$ cat config.mk
export PLATFORM = sky130hd
export DESIGN_NAME = vga_mode_seq_flat
export DESIGN_NICKNAME = d
export VERILOG_FILES = /design/src/rtl/vga_mode_seq_if.sv /design/src/rtl/vga_mode_seq.sv /design/src/flat_wrapper.sv
export SDC_FILE = /design/constraint.sdc
export NUM_CORES = 1
export LEC_CHECK = 0
export CORE_AREA = 4 4 126 128
export CTS_CLUSTER_SIZE = 8
export DETAILED_ROUTE_END_ITERATION = 6
export DIE_AREA = 0 0 130 132
export SETUP_SLACK_MARGIN = 0.5
export SYNTH_ARGS = -nofsm -noshare
export SYNTH_HDL_FRONTEND = slang
export SYNTH_SLANG_ARGS = --single-unit
$ cat constraint.sdc
create_clock -name clk_i -period 3.25 [get_ports clk_i]
set_input_delay 0.8125 -clock clk_i [delete_from_list [all_inputs] [get_ports clk_i]]
set_output_delay 0.8125 -clock clk_i [all_outputs]
set_load 0.005 [all_outputs]
$ cat src/rtl/vga_mode_seq_if.sv
// Client write port and framebuffer write port of the mode sequencer.
// master = client writer + framebuffer sink; slave = vga_mode_seq.
interface vga_mode_seq_if;
  logic [10:0] cl_addr_x;
  logic [10:0] cl_addr_y;
  logic [1:0]  cl_color;
  logic        cl_we;
  logic        cl_ready;
  logic [10:0] fb_addr_x;
  logic [10:0] fb_addr_y;
  logic [1:0]  fb_color;
  logic        fb_we;

  modport master (
    output cl_addr_x, cl_addr_y, cl_color, cl_we,
    input  cl_ready,
    input  fb_addr_x, fb_addr_y, fb_color, fb_we
  );

  modport slave (
    input  cl_addr_x, cl_addr_y, cl_color, cl_we,
    output cl_ready,
    output fb_addr_x, fb_addr_y, fb_color, fb_we
  );
endinterface

$ cat src/rtl/vga_mode_seq.sv
// Display-mode change sequencer: blank, reconfigure pixel clock, wait for lock,
// clear the framebuffer, then hand the write port back to the client.
module vga_mode_seq #(
  parameter int         RES0_X       = 1280,
  parameter int         RES0_Y       = 1024,
  parameter int         RES1_X       = 800,
  parameter int         RES1_Y       = 600,
  parameter int         BLANK_CYCLES = 16,
  parameter int         LOCK_TIMEOUT = 4096,
  parameter logic [1:0] CLEAR_COLOR  = 2'b00
) (
  input  logic        clk_i,
  input  logic        arstn_i,
  input  logic        mode_sel_i,
  input  logic        clk_valid_i,
  output logic        clk_req_o,
  output logic        mode_o,
  output logic [10:0] res_x_o,
  output logic [10:0] res_y_o,
  output logic        vga_en_o,
  output logic        busy_o,
  output logic        lock_err_o,
  vga_mode_seq_if.slave wr
);

  // states: BLANK hold disabled | REQ clock request | WAIT_LOCK | CLEAR sweep | RUN
  typedef enum logic [2:0] {S_BLANK, S_REQ, S_WAIT_LOCK, S_CLEAR, S_RUN} state_t;

  localparam int CNT_MAX = (BLANK_CYCLES > LOCK_TIMEOUT) ? BLANK_CYCLES : LOCK_TIMEOUT;
  localparam int CW      = (CNT_MAX > 1) ? $clog2(CNT_MAX) : 1;

  localparam logic [CW-1:0] BLANK_LAST = CW'(BLANK_CYCLES - 1);
  localparam logic [CW-1:0] LOCK_LAST  = CW'(LOCK_TIMEOUT - 1);
  localparam logic [10:0]   RX0 = 11'(RES0_X);
  localparam logic [10:0]   RY0 = 11'(RES0_Y);
  localparam logic [10:0]   RX1 = 11'(RES1_X);
  localparam logic [10:0]   RY1 = 11'(RES1_Y);

  state_t        r_state, w_state_nx;
  logic [CW-1:0] r_cnt, w_cnt_nx;
  logic [10:0]   r_x, r_y, w_x_nx, w_y_nx;
  logic          r_mode, w_mode_nx;
  logic [10:0]   r_res_x, r_res_y, w_res_x_nx, w_res_y_nx;
  logic          r_lock_err, w_lock_err_nx;
  logic          r_clk_req, r_vga_en, r_busy, r_cl_ready;
  logic [10:0]   r_fb_x, r_fb_y, w_fb_x_nx, w_fb_y_nx;
  logic [1:0]    r_fb_color, w_fb_color_nx;
  logic          r_fb_we, w_fb_we_nx;
  logic          w_last_x, w_last_y;

  assign w_last_x = (r_x == r_res_x - 11'd1);
  assign w_last_y = (r_y == r_res_y - 11'd1);

  always_comb begin
    w_state_nx    = r_state;
    w_cnt_nx      = r_cnt;
    w_x_nx        = r_x;
    w_y_nx        = r_y;
    w_mode_nx     = r_mode;
    w_res_x_nx    = r_res_x;
    w_res_y_nx    = r_res_y;
    w_lock_err_nx = r_lock_err;
    w_fb_x_nx     = r_fb_x;
    w_fb_y_nx     = r_fb_y;
    w_fb_color_nx = r_fb_color;
    w_fb_we_nx    = 1'b0;
    case (r_state)
      S_BLANK: begin
        if (r_cnt == BLANK_LAST) begin
          w_state_nx = S_REQ;
          w_cnt_nx   = '0;
          w_mode_nx  = mode_sel_i;
          w_res_x_nx = mode_sel_i ? RX1 : RX0;
          w_res_y_nx = mode_sel_i ? RY1 : RY0;
        end else begin
          w_cnt_nx = r_cnt + 1'b1;
        end
      end
      S_REQ: begin
        w_state_nx = S_WAIT_LOCK;
        w_cnt_nx   = '0;
      end
      S_WAIT_LOCK: begin
        if (clk_valid_i) begin
          // the first clear write is presented on the cycle CLEAR is entered
          w_state_nx    = S_CLEAR;
          w_x_nx        = '0;
          w_y_nx        = '0;
          w_fb_x_nx     = '0;
          w_fb_y_nx     = '0;
          w_fb_color_nx = CLEAR_COLOR;
          w_fb_we_nx    = 1'b1;
        end else if (r_cnt == LOCK_LAST) begin
          w_state_nx    = S_REQ;
          w_cnt_nx      = '0;
          w_lock_err_nx = 1'b1;
        end else begin
          w_cnt_nx = r_cnt + 1'b1;
        end
      end
      S_CLEAR: begin
        if (w_last_x && w_last_y) begin
          w_state_nx = S_RUN;
        end else begin
          w_x_nx        = w_last_x ? 11'd0 : r_x + 11'd1;
          w_y_nx        = w_last_x ? r_y + 11'd1 : r_y;
          w_fb_x_nx     = w_x_nx;
          w_fb_y_nx     = w_y_nx;
          w_fb_color_nx = CLEAR_COLOR;
          w_fb_we_nx    = 1'b1;
        end
      end
      S_RUN: begin
        w_fb_x_nx     = wr.cl_addr_x;
        w_fb_y_nx     = wr.cl_addr_y;
        w_fb_color_nx = wr.cl_color;
        w_fb_we_nx    = wr.cl_we;
        if (mode_sel_i != r_mode) begin
          w_state_nx = S_BLANK;
          w_cnt_nx   = '0;
        end
      end
      default: begin
        w_state_nx = S_BLANK;
        w_cnt_nx   = '0;
      end
    endcase
  end

  always_ff @(posedge clk_i or negedge arstn_i) begin
    if (!arstn_i) begin
      r_state    <= S_BLANK;
      r_cnt      <= '0;
      r_x        <= '0;
      r_y        <= '0;
      r_mode     <= 1'b0;
      r_res_x    <= RX0;
      r_res_y    <= RY0;
      r_lock_err <= 1'b0;
      r_clk_req  <= 1'b0;
      r_vga_en   <= 1'b0;
      r_busy     <= 1'b1;
      r_cl_ready <= 1'b0;
      r_fb_x     <= '0;
      r_fb_y     <= '0;
      r_fb_color <= '0;
      r_fb_we    <= 1'b0;
    end else begin
      r_state    <= w_state_nx;
      r_cnt      <= w_cnt_nx;
      r_x        <= w_x_nx;
      r_y        <= w_y_nx;
      r_mode     <= w_mode_nx;
      r_res_x    <= w_res_x_nx;
      r_res_y    <= w_res_y_nx;
      r_lock_err <= w_lock_err_nx;
      r_clk_req  <= (w_state_nx == S_REQ);
      r_vga_en   <= (w_state_nx == S_RUN);
      r_busy     <= (w_state_nx != S_RUN);
      r_cl_ready <= (w_state_nx == S_RUN);
      r_fb_x     <= w_fb_x_nx;
      r_fb_y     <= w_fb_y_nx;
      r_fb_color <= w_fb_color_nx;
      r_fb_we    <= w_fb_we_nx;
    end
  end

  assign clk_req_o    = r_clk_req;
  assign mode_o       = r_mode;
  assign res_x_o      = r_res_x;
  assign res_y_o      = r_res_y;
  assign vga_en_o     = r_vga_en;
  assign busy_o       = r_busy;
  assign lock_err_o   = r_lock_err;
  assign wr.cl_ready  = r_cl_ready;
  assign wr.fb_addr_x = r_fb_x;
  assign wr.fb_addr_y = r_fb_y;
  assign wr.fb_color  = r_fb_color;
  assign wr.fb_we     = r_fb_we;

endmodule
$ cat src/flat_wrapper.sv
// flat-port wrapper written by rule: the top's interface ports become plain ports
module vga_mode_seq_flat 
#(
  parameter int         RES0_X       = 1280,
  parameter int         RES0_Y       = 1024,
  parameter int         RES1_X       = 800,
  parameter int         RES1_Y       = 600,
  parameter int         BLANK_CYCLES = 16,
  parameter int         LOCK_TIMEOUT = 4096,
  parameter logic [1:0] CLEAR_COLOR  = 2'b00
)
  (clk_i, arstn_i, mode_sel_i, clk_valid_i, clk_req_o, mode_o, res_x_o, res_y_o, vga_en_o, busy_o, lock_err_o, wr_cl_addr_x, wr_cl_addr_y, wr_cl_color, wr_cl_we, wr_cl_ready, wr_fb_addr_x, wr_fb_addr_y, wr_fb_color, wr_fb_we);
  vga_mode_seq_if wr_i ();
  input  logic clk_i;
  input  logic arstn_i;
  input  logic mode_sel_i;
  input  logic clk_valid_i;
  output logic clk_req_o;
  output logic mode_o;
  output logic [10:0] res_x_o;
  output logic [10:0] res_y_o;
  output logic vga_en_o;
  output logic busy_o;
  output logic lock_err_o;
  input wire logic [$bits(wr_i.cl_addr_x)-1:0] wr_cl_addr_x;
  input wire logic [$bits(wr_i.cl_addr_y)-1:0] wr_cl_addr_y;
  input wire logic [$bits(wr_i.cl_color)-1:0] wr_cl_color;
  input wire logic [$bits(wr_i.cl_we)-1:0] wr_cl_we;
  output wire logic [$bits(wr_i.cl_ready)-1:0] wr_cl_ready;
  output wire logic [$bits(wr_i.fb_addr_x)-1:0] wr_fb_addr_x;
  output wire logic [$bits(wr_i.fb_addr_y)-1:0] wr_fb_addr_y;
  output wire logic [$bits(wr_i.fb_color)-1:0] wr_fb_color;
  output wire logic [$bits(wr_i.fb_we)-1:0] wr_fb_we;
  assign wr_i.cl_addr_x = wr_cl_addr_x;
  assign wr_i.cl_addr_y = wr_cl_addr_y;
  assign wr_i.cl_color = wr_cl_color;
  assign wr_i.cl_we = wr_cl_we;
  assign wr_cl_ready = wr_i.cl_ready;
  assign wr_fb_addr_x = wr_i.fb_addr_x;
  assign wr_fb_addr_y = wr_i.fb_addr_y;
  assign wr_fb_color = wr_i.fb_color;
  assign wr_fb_we = wr_i.fb_we;
  vga_mode_seq #(.RES0_X(RES0_X), .RES0_Y(RES0_Y), .RES1_X(RES1_X), .RES1_Y(RES1_Y), .BLANK_CYCLES(BLANK_CYCLES), .LOCK_TIMEOUT(LOCK_TIMEOUT), .CLEAR_COLOR(CLEAR_COLOR)) u_core (.clk_i(clk_i), .arstn_i(arstn_i), .mode_sel_i(mode_sel_i), .clk_valid_i(clk_valid_i), .clk_req_o(clk_req_o), .mode_o(mode_o), .res_x_o(res_x_o), .res_y_o(res_y_o), .vga_en_o(vga_en_o), .busy_o(busy_o), .lock_err_o(lock_err_o), .wr(wr_i));
endmodule
* Yosys cells after proc, flatten, opt, wreduce, memory -nomap -nowiden
Index checks and enable logic that the tools add are counted.
Storage, ports and cells: register bits 89, output and inout port bits 53
Operators by class: $add $sub $neg 5, equality and inequality tests 16, multiplexer cells 28, bitwise logic cells 2, reductions and logical operators 9
Operator list (number):
- $mux 11 | 7
- $pmux 11 s3 | 2
- $mux 12 | 4
- $pmux 12 s4 | 1
- $pmux 11 s2 | 2
- $add 11x1->11 const B | 2
- $eq 11x11->1 | 2
- $sub 11x1->11 const B | 2
- $mux 3 | 5
- $pmux 3 s5 | 1
- $add 12x1->12 const B | 1
- $eq 12x12->1 const B | 1
- $eq 12x4->1 const B | 1
- $reduce_and 3->1 | 4
- $eq 3x1->1 const B | 2
- $eq 3x2->1 const B | 2
- $eq 3x3->1 const B | 2
- $ne 2x2->1 const B | 3
- $pmux 2 s3 | 1
- $mux 2 | 2
- $logic_not 3->1 | 1
- $ne 3x3->1 const B | 1
- $pmux 1 s3 | 1
- $reduce_bool 3->1 | 1
- 7 further kinds | 9

* Longest topological paths before layout
depth after elaboration 6, depth in mapped cells 9, depth with buffers taken out 7

* Worst setup path after synthesis
Ideal clock, no wire load.
path type reg2reg, from register u_core.r_res_y[9], in the netlist u_core.res_y_o[9], to register u_core.r_fb_y[4], in the netlist u_core.wr.fb_addr_y[4], library setup time 0.127 ns, data arrival time 2.228 ns, required time 3.123 ns, slack 0.895 ns, cell stages (with the launch flop) 7, buffers on the path 0, path through dfrtp_1 > or4b_1 > o22a_4 > or4_4 > xnor2_1 > a221oi_1 > nor2_1
Between the ends: cells in the longest elaborated chain, start to end 5
RTL lines:
- start, declared | line vga_mode_seq.sv:43 | logic [10:0] r_res_x, r_res_y, w_res_x_nx, w_res_y_nx;
- start signal, assigned | line vga_mode_seq.sv:155 | r_res_y <= w_res_y_nx;
- $sub 11x1->11 | line vga_mode_seq.sv:52 | assign w_last_y = (r_y == r_res_y - 11'd1);
- $eq 11x11->1 | line vga_mode_seq.sv:52
- $logic_and 1x1->1 | line vga_mode_seq.sv:102 | if (w_last_x && w_last_y) begin
- $ne 2x2->1 (no source line)
- $reduce_and 3->1 (no source line)
- end signal, assigned | line vga_mode_seq.sv:162 | r_fb_y <= w_fb_y_nx;
- end, declared | line vga_mode_seq.sv:46 | logic [10:0] r_fb_x, r_fb_y, w_fb_x_nx, w_fb_y_nx;
Every way passes these cells. A chain may end at the register's enable or synchronous reset.

* Worst setup path in the final report
from input mode_sel_i, to register u_core.r_cnt[11]
Between the ends: cells in the longest elaborated chain, start to end 3
RTL lines:
- start, declared | line flat_wrapper.sv:16 | input logic mode_sel_i;
- $ne 1x1->1 | line vga_mode_seq.sv:118 | if (mode_sel_i != r_mode) begin
- $ne 2x1->1 (no source line)
- $reduce_and 3->1 (no source line)
- end signal, assigned | line vga_mode_seq.sv:150 | r_cnt <= w_cnt_nx;
- end, declared | line vga_mode_seq.sv:40 | logic [CW-1:0] r_cnt, w_cnt_nx;
Every way passes these cells.

==> run_results.csv <==
group,metric,value,unit
drt,vias,3020,
logic_synthesis,synth_cells,371,
logic_synthesis,ys_seq_elements,68,
drt,wl_per_cell,15.0,um
finish,nets,469,
outcome,status,"finished clean",
placement,hpwl,6750,um
die,core,14900,sq um
logic_synthesis,yosys_most_used_dff,"dfrtp_1",
global_routing,antenna_found_initial,0,
finish,layout-drive-gt1-share,0.0950,
sta,setup_violations,0,
flow_run,max-cap-violations,0,
global_routing,grt_pass1_wl,15500,um
drt,ant_nets,0,
finish,num_antenna_cells,0,
sta,report.final.slew_viol_count,0,
sta,fin_skew,0.00742,ns
pwr,switching_share,0.327,
logic_synthesis,async_reset_ff_frac,1.00,
logic_synthesis,synth_edf_count,0,
finish,mostFrequentLayoutCells,"clkdlybuf4s50_1 (66), dfrtp_1 (66), nor2_1 (51), nand2_1 (31)",
worst_setup_path,cp_max_fo,14,
clock_tree,clk_latency,0.33,ns
die,die_area,17200,sq um
drt,wl,9430,um
clock_tree,cts_buffers,9,
sta,hold_slack,0.484,ns
worst_setup_path,endpoint_kind,"flip-flop",
clock_tree,h-tree-depth,3,
sta,hold_viol,0,
logic_synthesis,yosys_warnings,0,
clock_tree,clockBufferDepth,2,
worst_setup_path,cp.arrival,2.71,ns
finish,multi_input_area,1750,sq um
global_routing,track_usage,0.113,
pwr,pwr-share-clk,0.337,
sta,layout_setup_ws,0.743,ns
placement,dp.cells,614,
pwr,power.density,703,nW/um^2
clock_tree,post_cts_buffers,0,
worst_setup_path,crit_type,"primary input to flip-flop",
finish,regArea,1700,sq um
logic_synthesis,synth_top_area_cell,"dfrtp_1",
logic_synthesis,yosysSeqAreaShare,0.470,
finish,area_growth,32.1,%
global_routing,grt_max_degree,69,
drt,viasPerCell,4.79,
pwr,ir_drop,0.308,mV
worst_setup_path,startpoint_type,"primary input",
sta,rsz0062_at_grt,"no",
sta,period_minus_slack,2.51,ns
die,die_h,132,um
die,die_x,130,um
sta,slew_headroom,0.405,
die,ios,82,
sta,tightest_slew,0.893,ns
finish,fin_cells,630,
pwr,power,3.37,mW
placement,place_congestion,0.819,
clock_tree,cts_root_buf,"clkbuf_16",
logic_synthesis,synthTopCellsByArea,"dfrtp_1 (46%), nor2_1 (5.3%), buf_4 (4.8%)",
pwr,power.internal,2.27,mW
sta,fin_crit_sh,0.771,
clock_tree,cts.sinks,68,
drt,drt_iter0_drc,179,
global_routing,overflow,0,
clock_tree,cts_resized,1,
sta,finalSetupTns,0,ns
finish,fillers,1528,
placement,dpl_worst_slack,0.427,ns
pwr,leakagePower,2.11,nW
sta,fmax,0.399,GHz
clock_tree,cts_tree,"yes",
drt,drc,0,
logic_synthesis,syn_area,3630,sq um
logic_synthesis,syn_avg_cell_area,9.78,sq um
clock_tree,clk_pin_slew,0.06,ns
drt,drt_first_pass_iters,5,
die,std_cell_rows,45,
pwr,seqPwrFrac,0.334,
logic_synthesis,synth_top_area_frac,0.455,
clock_tree,cts_hold_buf,0,
worst_setup_path,critPathRequiredTime,3.46,ns
pwr,comb_power_share,0.329,
die,initial_core_util,0.244,
min_path,hold_path.class,"flip-flop to flip-flop",
global_routing,grt_pass1_vias,3032,
pwr,power.switching,1.10,mW
logic_synthesis,synth.distinct_cells,53,
placement,io_buffers,67,
[per-stage QoR]
step	instance area [sq um]	utilization
finish	4790	0.322
detailed placement	4440	0.298
global placement	4440	0.298
floorplan	3670	-
global route	4790	0.322
CTS	4790	0.322
[routing by layer]
metal	share of wire	track usage
met1	0.44	0.143
met3	0.055	0.0312
met5	0	0
met4	0.015	0.0364
met2	0.49	0.186
[final timing paths]
check,start,endpoint,slack [ns],cells after the start
min in group asynchronous,arstn_i,u_core.wr.fb_addr_x[8],0.65,2
worst max register to register,u_core.r_x[5],u_core.r_y[4],0.75,6
worst max-delay path,mode_sel_i,u_core.r_cnt[11],0.74,8
worst min register to register,u_core.lock_err_o,u_core.lock_err_o,0.48,1
max in group asynchronous,arstn_i,u_core.r_x[2],1.96,2
worst min-delay path,u_core.lock_err_o,u_core.lock_err_o,0.48,1
[logic make-up after synthesis]
kind of cell | share of synthesized area
AO/OA/AOI/OAI | 0.175
adder cells (fa/ha/maj) | 0.0103
AND/OR/NAND/NOR | 0.198
XOR/XNOR | 0.0628
multiplexers | 0.0172
buffers and inverters | 0.0642
flip-flops | 0.470
other | 0.00207
[flip-flops by register name, summed over array words and instances (netlist names)]
register and cells:
u_core.r_cnt 12, u_core.r_x 11, u_core.r_y 11, u_core.wr.fb_addr_x 11, u_core.wr.fb_addr_y 11, u_core.r_state 3, u_core.wr.fb_color 2, u_core.busy_o 1
u_core.clk_req_o 1, u_core.lock_err_o 1, u_core.res_x_o 1, u_core.res_y_o 1, u_core.vga_en_o 1, u_core.wr.fb_we 1
[power groups by stage]
stage,Sequential (mW),Clock (mW),Combinational (mW)
finish,1.13,1.13,1.11
global route,1.15,1.20,1.23
CTS,1.13,1.17,1.12
detailed placement,1.14,0,1.11
global placement,1.13,0,1.08
floorplan,1.10,0,0.670
[Yosys cell counts, types with 3 or more instances]
cell type and count:
a21oi_1 9, clkbuf_1 8, nor2_1 51, xor2_1 13, buf_4 23, and4_1 3
a21o_1 14, nand4_1 4, o22ai_1 4, ha_1 3, a221o_1 15, and3_1 8
nor3_1 7, xnor2_1 13, o21ai_0 14, buf_2 3, nor2b_1 5, nand2_1 31
a221oi_1 6, nor4_1 7, dfrtp_1 66, a22o_1 4, inv_1 4, mux2i_1 4
nand3_1 15
[critical path: stages]
cell and delay (ns):
clkdlybuf4s50_1 0.53, xor2_1 0.29, o22ai_1 0.12, buf_4 0.20
or2_2 0.31, nor3_1 0.24, xnor2_1 0.16, nor2_1 0.05
[area by class of cell]
type	count	area share
Clock inverter	6	0.0232
Sequential cell	68	0.356
Timing Repair Buffer	77	0.155
Clock buffer	10	0.0499
Tap cell	188	0.0491
Inverter	4	0.00313
Multi-Input combinational cell	277	0.365
(Power assumes the default switching activity.)
